### src/rtl/apb_pkg.sv
// Shared definitions for the processor-to-APB master.
// Contents: FSM state encoding, the "no slave" select code, the data
// value returned on an aborted transfer and the default ACCESS timeout.
package apb_pkg;

   typedef enum logic [1:0] {
      ST_IDLE   = 2'd0,
      ST_SETUP  = 2'd1,
      ST_ACCESS = 2'd2,
      ST_DONE   = 2'd3
   } apb_state_t;

   localparam logic [1:0] SEL_NONE        = 2'b00;
   localparam logic [7:0] ERR_DATA        = 8'hFF;
   localparam logic [7:0] TIMEOUT_DEFAULT = 8'd64;

endpackage

### src/rtl/apb_timeout_counter.sv
// ACCESS-phase watchdog for proc_apb_master.
// Ports:
//   clk_i      - clock, rising edge
//   reset_ni   - asynchronous active-low reset
//   clear_i    - synchronous clear, wins over enable
//   enable_i   - count one ACCESS cycle per clock
//   expired_o  - high while enabled in the TIMEOUT-th ACCESS cycle or later
module apb_timeout_counter
   import apb_pkg::*;
#(
   parameter logic [7:0] TIMEOUT = TIMEOUT_DEFAULT
) (
   input  logic clk_i,
   input  logic reset_ni,
   input  logic clear_i,
   input  logic enable_i,
   output logic expired_o
);

   // cnt_q holds the number of ACCESS cycles already completed, so the
   // current ACCESS cycle number is cnt_q + 1.
   logic [7:0] cnt_q;
   logic [7:0] cnt_d;

   always_comb begin
      cnt_d = cnt_q;
      if (clear_i) begin
         cnt_d = 8'd0;
      end else if (enable_i && (cnt_q != 8'hFF)) begin
         cnt_d = cnt_q + 8'd1;
      end
   end

   always_ff @(posedge clk_i or negedge reset_ni) begin
      if (!reset_ni) begin
         cnt_q <= 8'd0;
      end else begin
         cnt_q <= cnt_d;
      end
   end

   // Widened compare so the +1 cannot wrap at 8'hFF.
   assign expired_o = enable_i && (({1'b0, cnt_q} + 9'd1) >= {1'b0, TIMEOUT});

endmodule

### src/rtl/proc_apb_master.sv
// Processor request to two-port APB master bridge.
// A request strobed in IDLE is checked against the two slave ids, captured,
// and run as SETUP (one cycle) then ACCESS (until the selected ready or a
// timeout), ending in a one-cycle DONE where stable pulses.
// Handshake: a slave port completes ACCESS when its ready is high at the
// rising edge while apb_enable is high; ready from the other port is ignored.
// Ports:
//   clk, reset (async active-low)
//   start/write/sel/addr/wdata/wait_cycles - processor request
//   rdata/stable/error                     - processor result
//   id1/id2, ready1/ready2, rdata1/rdata2   - slave port ids and responses
//   apb_write/apb_enable/apb_sel/apb_addr/apb_wdata/apb_wait_cycles - APB
//   dbg_state                              - current FSM state
module proc_apb_master
   import apb_pkg::*;
#(
   parameter logic [7:0] TIMEOUT = TIMEOUT_DEFAULT
) (
   input  logic       clk,
   input  logic       reset,
   input  logic       start,
   input  logic       write,
   input  logic [1:0] sel,
   input  logic [7:0] addr,
   input  logic [7:0] wdata,
   input  logic [7:0] wait_cycles,
   output logic [7:0] rdata,
   output logic       stable,
   output logic       error,
   input  logic [1:0] id1,
   input  logic [1:0] id2,
   output logic       apb_write,
   output logic       apb_enable,
   output logic [1:0] apb_sel,
   output logic [7:0] apb_addr,
   output logic [7:0] apb_wdata,
   output logic [7:0] apb_wait_cycles,
   input  logic       ready1,
   input  logic       ready2,
   input  logic [7:0] rdata1,
   input  logic [7:0] rdata2,
   output logic [1:0] dbg_state
);

   apb_state_t state_q, state_d;
   logic       write_q, write_d;
   logic [1:0] sel_q, sel_d;
   logic [7:0] addr_q, addr_d;
   logic [7:0] wdata_q, wdata_d;
   logic [7:0] wait_q, wait_d;
   logic [7:0] rdata_q, rdata_d;
   logic       error_q, error_d;

   logic       sel_valid;
   logic       use_port1;
   logic       sel_ready;
   logic [7:0] sel_rdata;
   logic       expired;

   assign sel_valid = (sel != SEL_NONE) && ((sel == id1) || (sel == id2));

   // Port 1 is checked first, so it wins when both ids are equal.
   assign use_port1 = (sel_q == id1);
   assign sel_ready = use_port1 ? ready1 : ready2;
   assign sel_rdata = use_port1 ? rdata1 : rdata2;

   apb_timeout_counter #(
      .TIMEOUT (TIMEOUT)
   ) u_timeout (
      .clk_i     (clk),
      .reset_ni  (reset),
      .clear_i   (state_q != ST_ACCESS),
      .enable_i  (state_q == ST_ACCESS),
      .expired_o (expired)
   );

   always_comb begin
      state_d = state_q;
      write_d = write_q;
      sel_d   = sel_q;
      addr_d  = addr_q;
      wdata_d = wdata_q;
      wait_d  = wait_q;
      rdata_d = rdata_q;
      error_d = error_q;
      case (state_q)
         ST_IDLE: begin
            if (start) begin
               if (sel_valid) begin
                  write_d = write;
                  sel_d   = sel;
                  addr_d  = addr;
                  wdata_d = wdata;
                  wait_d  = wait_cycles;
                  error_d = 1'b0;
                  state_d = ST_SETUP;
               end else begin
                  // Rejected without touching the APB side.
                  error_d = 1'b1;
                  rdata_d = ERR_DATA;
                  state_d = ST_DONE;
               end
            end
         end
         ST_SETUP: state_d = ST_ACCESS;
         ST_ACCESS: begin
            // A ready in the last allowed cycle still completes normally.
            if (sel_ready) begin
               if (!write_q) begin
                  rdata_d = sel_rdata;
               end
               state_d = ST_DONE;
            end else if (expired) begin
               error_d = 1'b1;
               rdata_d = ERR_DATA;
               state_d = ST_DONE;
            end
         end
         ST_DONE: state_d = ST_IDLE;
         default: state_d = ST_IDLE;
      endcase
   end

   always_ff @(posedge clk or negedge reset) begin
      if (!reset) begin
         state_q <= ST_IDLE;
         write_q <= 1'b0;
         sel_q   <= SEL_NONE;
         addr_q  <= 8'd0;
         wdata_q <= 8'd0;
         wait_q  <= 8'd0;
         rdata_q <= 8'd0;
         error_q <= 1'b0;
      end else begin
         state_q <= state_d;
         write_q <= write_d;
         sel_q   <= sel_d;
         addr_q  <= addr_d;
         wdata_q <= wdata_d;
         wait_q  <= wait_d;
         rdata_q <= rdata_d;
         error_q <= error_d;
      end
   end

   assign apb_sel         = ((state_q == ST_SETUP) || (state_q == ST_ACCESS)) ? sel_q : SEL_NONE;
   assign apb_enable      = (state_q == ST_ACCESS);
   assign apb_write       = write_q;
   assign apb_addr        = addr_q;
   assign apb_wdata       = wdata_q;
   assign apb_wait_cycles = wait_q;
   assign stable          = (state_q == ST_DONE);
   assign error           = error_q;
   assign rdata           = rdata_q;
   assign dbg_state       = state_q;

endmodule

### config.mk
export PLATFORM = sky130hd
export DESIGN_NAME = proc_apb_master
export DESIGN_NICKNAME = d
export VERILOG_FILES = /design/src/rtl/apb_pkg.sv /design/src/rtl/apb_timeout_counter.sv /design/src/rtl/proc_apb_master.sv
export SDC_FILE = /design/constraint.sdc
export NUM_CORES = 1
export LEC_CHECK = 0
export BUFFER_PORTS_ARGS = -buffer_cell sky130_fd_sc_hd__buf_2
export CORE_UTILIZATION = 44
export DETAILED_ROUTE_END_ITERATION = 16
export HOLD_SLACK_MARGIN = 0.06
export MAX_ROUTING_LAYER = met4
export PLACE_DENSITY = 0.72
export SYNTH_ARGS = -nofsm -noshare
export SYNTH_HDL_FRONTEND = slang
export SYNTH_HIERARCHICAL = 1
export SYNTH_SLANG_ARGS = --single-unit
export TNS_END_PERCENT = 20
### constraint.sdc
create_clock -name clk -period 2.07 [get_ports clk]
set_clock_uncertainty 0.05 [all_clocks]
set_input_delay 0.1035 -clock clk [delete_from_list [all_inputs] [get_ports clk]]
set_output_delay 0.1035 -clock clk [all_outputs]
set_load 0.02 [all_outputs]
==> results.py <==
metrics = {
    "final_layout": {
        "syn2layout_area_growth_pct": 47.86,
        "drive_gt1_share_pct": 49.85,
        "final_nets": 379,
        "stdcell_area_um2": 3463,
        "diodes": 0,
    },
    "setup_path": {
        "cp-end-kind": "flop",
        "critPathKind": "reg -> reg",
        "worstPathMaxFanout": 8,
        "path_buf_inv": 0,
        "path_cells": "ha_2, and2_4, and2_1, o311a_1, nor3b_1, o21ai_1, o311ai_4, a311oi_4, a2bb2oi_1",
        "crit_cells": 9,
        "reg2reg_slack_ns": -0.1,
        "cp.arrival_ns": 2.32,
        "r2r-start": "u_timeout/cnt_q[1]$_DFFE_PN0P_",
        "slowest_stage": "a311oi_4",
        "start_kind": "flop",
        "rr_worst_depth": 9,
        "cp_top_family": "compound AO/OA/AOI/OAI gates",
        "reg2reg_to": "rdata[7]$_DFFE_PN0P_",
        "cp.required_ns": 2.23,
        "slowest_delay_ns": 0.44,
    },
    "clocking": {
        "cts_setup_buffers": 0,
        "cts_tree": "yes",
        "cts_num_sinks": 46,
        "path_clk_slew_ns": 0.08,
        "clk-insertion-delay-late_ns": 0.30,
        "cts_made_buffers": 5,
        "clockBufferDepth": 2,
        "cts-root-buf": "clkbuf_8",
        "cts_htree_levels": 2,
    },
    "routing": {
        "num_vias": 1962,
        "drc": 0,
        "routed_wl_um": 5494,
        "via_per_inst": 4.992,
        "ant_nets": 0,
        "wl_met1_um": 2404,
        "top_layer": "met4",
        "met2_length_um": 2745,
        "initialDrtViolationCount": 105,
        "wl_per_cell_um": 13.98,
        "met3WireLength_um": 231,
        "dr.pass1.iters": 4,
    },
    "sta": {
        "rsz0062_at_grt": "yes",
        "period_minus_slack_ns": 2.166,
        "maxSlewHeadroom_pct": 61.61,
        "hold_viol": 0,
        "max_freq_mhz": 461.8,
        "setup_viol_count_final": 8,
        "worst_slew_pin_slew_ns": 0.5758,
        "fin_ws_ns": -0.09552,
        "drv_slew": 0,
        "period_share_pct": 104.6,
    },
    "die": {
        "rows": 26,
        "initial_core_util_pct": 45.86,
        "die_w_um": 74.96,
        "core_area_um2": 5107,
        "die_area_um2": 5619,
        "io_pins": 92,
        "die_h_um": 74.96,
    },
    "synthesis": {
        "synth_top_cell_area_share_pct": 49.15,
        "synth_nets": 238,
        "synth_xor_area_share_pct": 2.137,
        "synth.area.mux_share_pct": 19.60,
        "synthFlopType": "dfrtp_1",
        "synth.avg_cell_area_um2": 12.94,
        "yosys.area.top_type": "dfrtp_1",
        "synth_compound_area_share_pct": 12.71,
        "yosys_register_bits": 46,
        "netlist_top_cells_area": "dfrtp_1, mux2_2, mux2i_1, a2bb2oi_1, ha_1",
        "synth_warnings": 6,
        "synthAdderAreaFrac_pct": 2.671,
        "ys_seq_area_share_pct": 49.15,
        "synth_edf_count": 0,
        "synth_top_family_by_area": "multiplexers",
        "synth.distinct_cells": 43,
        "synth_simple_gate_area_share_pct": 11.00,
        "synth_area_um2": 2342,
        "ys_async_sr_fraction_pct": 100.0,
        "netlist_instances": 181,
    },
    "worst_hold_path": {
        "min_from": "rdata2[1]",
        "min_path_cells": 3,
        "hp-class": "in -> reg",
        "holdPathEnd": "rdata[1]$_DFFE_PN0P_",
    },
    "power_and_ir_drop": {
        "power_density_nw_per_um2": 1311,
        "finalPower_uw": 4542,
        "p_leak_uw": 0.001567,
        "ir_drop_uv": 824.4,
    },
    "placed_design": {
        "io_buffers": 91,
        "gp_congestion": 0.8010,
        "placed_area_um2": 2987,
        "dp_hpwl_um": 3712,
    },
    "global_routing": {
        "grt_pass1_vias": 1924,
        "overflow": 0,
        "grt_pass1_wl_um": 8493,
        "grtUsageTotal_pct": 21.01,
        "antenna_found_initial": 0,
        "grt_max_degree": 47,
    },
    "flow_run": {
        "cap_viol_max_count": 0,
    },
    "status": {
        "violations": "negative setup slack",
        "outcome": "finished with violations",
    },
}
## layout by cell type, fill, tap and decap left out, drive strengths merged, types with 5 or more instances in the layout
master,synthesis,routed
a2bb2oi,8,8
dfrtp,46,46
nor2b,7,7
nor2,6,6
mux2i,11,11
inv,6,6
dlygate4sd3,0,36
mux2,30,30
buf,4,103
clkbuf,0,6
ha,5,5
nand2,5,5
## final cells by class
cell class / count / area (um2)
clock buffers: 6 / 72.57
clock inverters: 2 / 37.54
fillers: 393 / 1644
inverters: 6 / 22.52
multi-input cells: 124 / 1172
flip-flops and latches: 46 / 1152
well taps: 70 / 87.58
repair buffers: 139 / 918.4
## cell usage after synthesis (2+ instances only)
master,instances
dfrtp_1,46
mux2_2,27
mux2i_1,11
a2bb2oi_1,8
nor2b_1,7
inv_1,6
ha_1,5
nand2_1,5
nor2_1,5
a21oi_1,4
and2_1,4
nand3_1,4
o21ai_0,4
a211oi_1,3
a31oi_1,3
mux2_4,3
nand4_1,3
a311oi_1,2
and3_2,2
buf_2,2
nand2b_1,2
nor3_1,2
xnor2_1,2
xor2_2,2
## how the worst max path moves through the flow
stage / startpoint / end / slack [ns]
finish: u_timeout/cnt_q[1]$_DFFE_PN0P_ / rdata[7]$_DFFE_PN0P_ / -0.1
global route: u_timeout/cnt_q[1]$_DFFE_PN0P_ / rdata[1]$_DFFE_PN0P_ / -0.24
CTS: u_timeout/cnt_q[1]$_DFFE_PN0P_ / rdata[7]$_DFFE_PN0P_ / -0.12
detailed placement: u_timeout/cnt_q[1]$_DFFE_PN0P_ / rdata[7]$_DFFE_PN0P_ / -0.10
global placement: u_timeout/cnt_q[1]$_DFFE_PN0P_ / rdata[7]$_DFFE_PN0P_ / 0.02
floorplan: dbg_state[0]$_DFFE_PN0P_ / rdata[0]$_DFFE_PN0P_ / -0.002
## per-stage QoR
step	util, %	instances	setup slack [ns]	setup TNS, ns	hold slack [ns]
floorplan	-	181	-0.001624	-0.01299	-0.2421
global placement	58.48	349	0.01671	0	0.1720
detailed placement	58.48	349	-0.1023	-0.4605	0.1748
CTS	67.69	393	-0.1235	-0.6009	0.06845
global route	67.81	393	-0.2359	-1.681	0.06950
finish	67.81	393	-0.09552	-0.5419	0.07070
## sequential cells by signal, summed over array words and instances, names as in the netlist
register         count
sel_q                2
rdata                8
dbg_state            2
u_timeout/cnt_q      8
apb_wdata            8
error                1
apb_write            1
apb_wait_cycles      8
apb_addr             8
## where the power goes
| part | switching, uW | internal [uW] |
|---|---|---|
| clock | 295 | 360 |
| sequential | 228 | 1270 |
| combinational | 1300 | 1080 |
## tightest hold or removal path, cell delays in order
cell       delay (ns)
buf_2            0.08
mux2i_1          0.06
a2bb2oi_1        0.13
## timing repair
item	CTS	global route
resized for setup	0	1
endpoints found under the setup margin	8	9
hold buffers	36	0
hold endpoints to repair	77	0
## logic make-up after synthesis
group / Yosys count
mux: 41
flops: 46
xor+xnor: 4
compound gates: 33
buf+inv: 11
simple gates: 41
fa+ha+maj: 5
## metal layers
layer  track usage [%]  up-vias
met5                 -        -
met4             8.386        0
met3             4.418       11
met2             34.23       67
met1             25.54      932
li1                  -      952
Note: power is estimated with default switching activity, not from simulation.
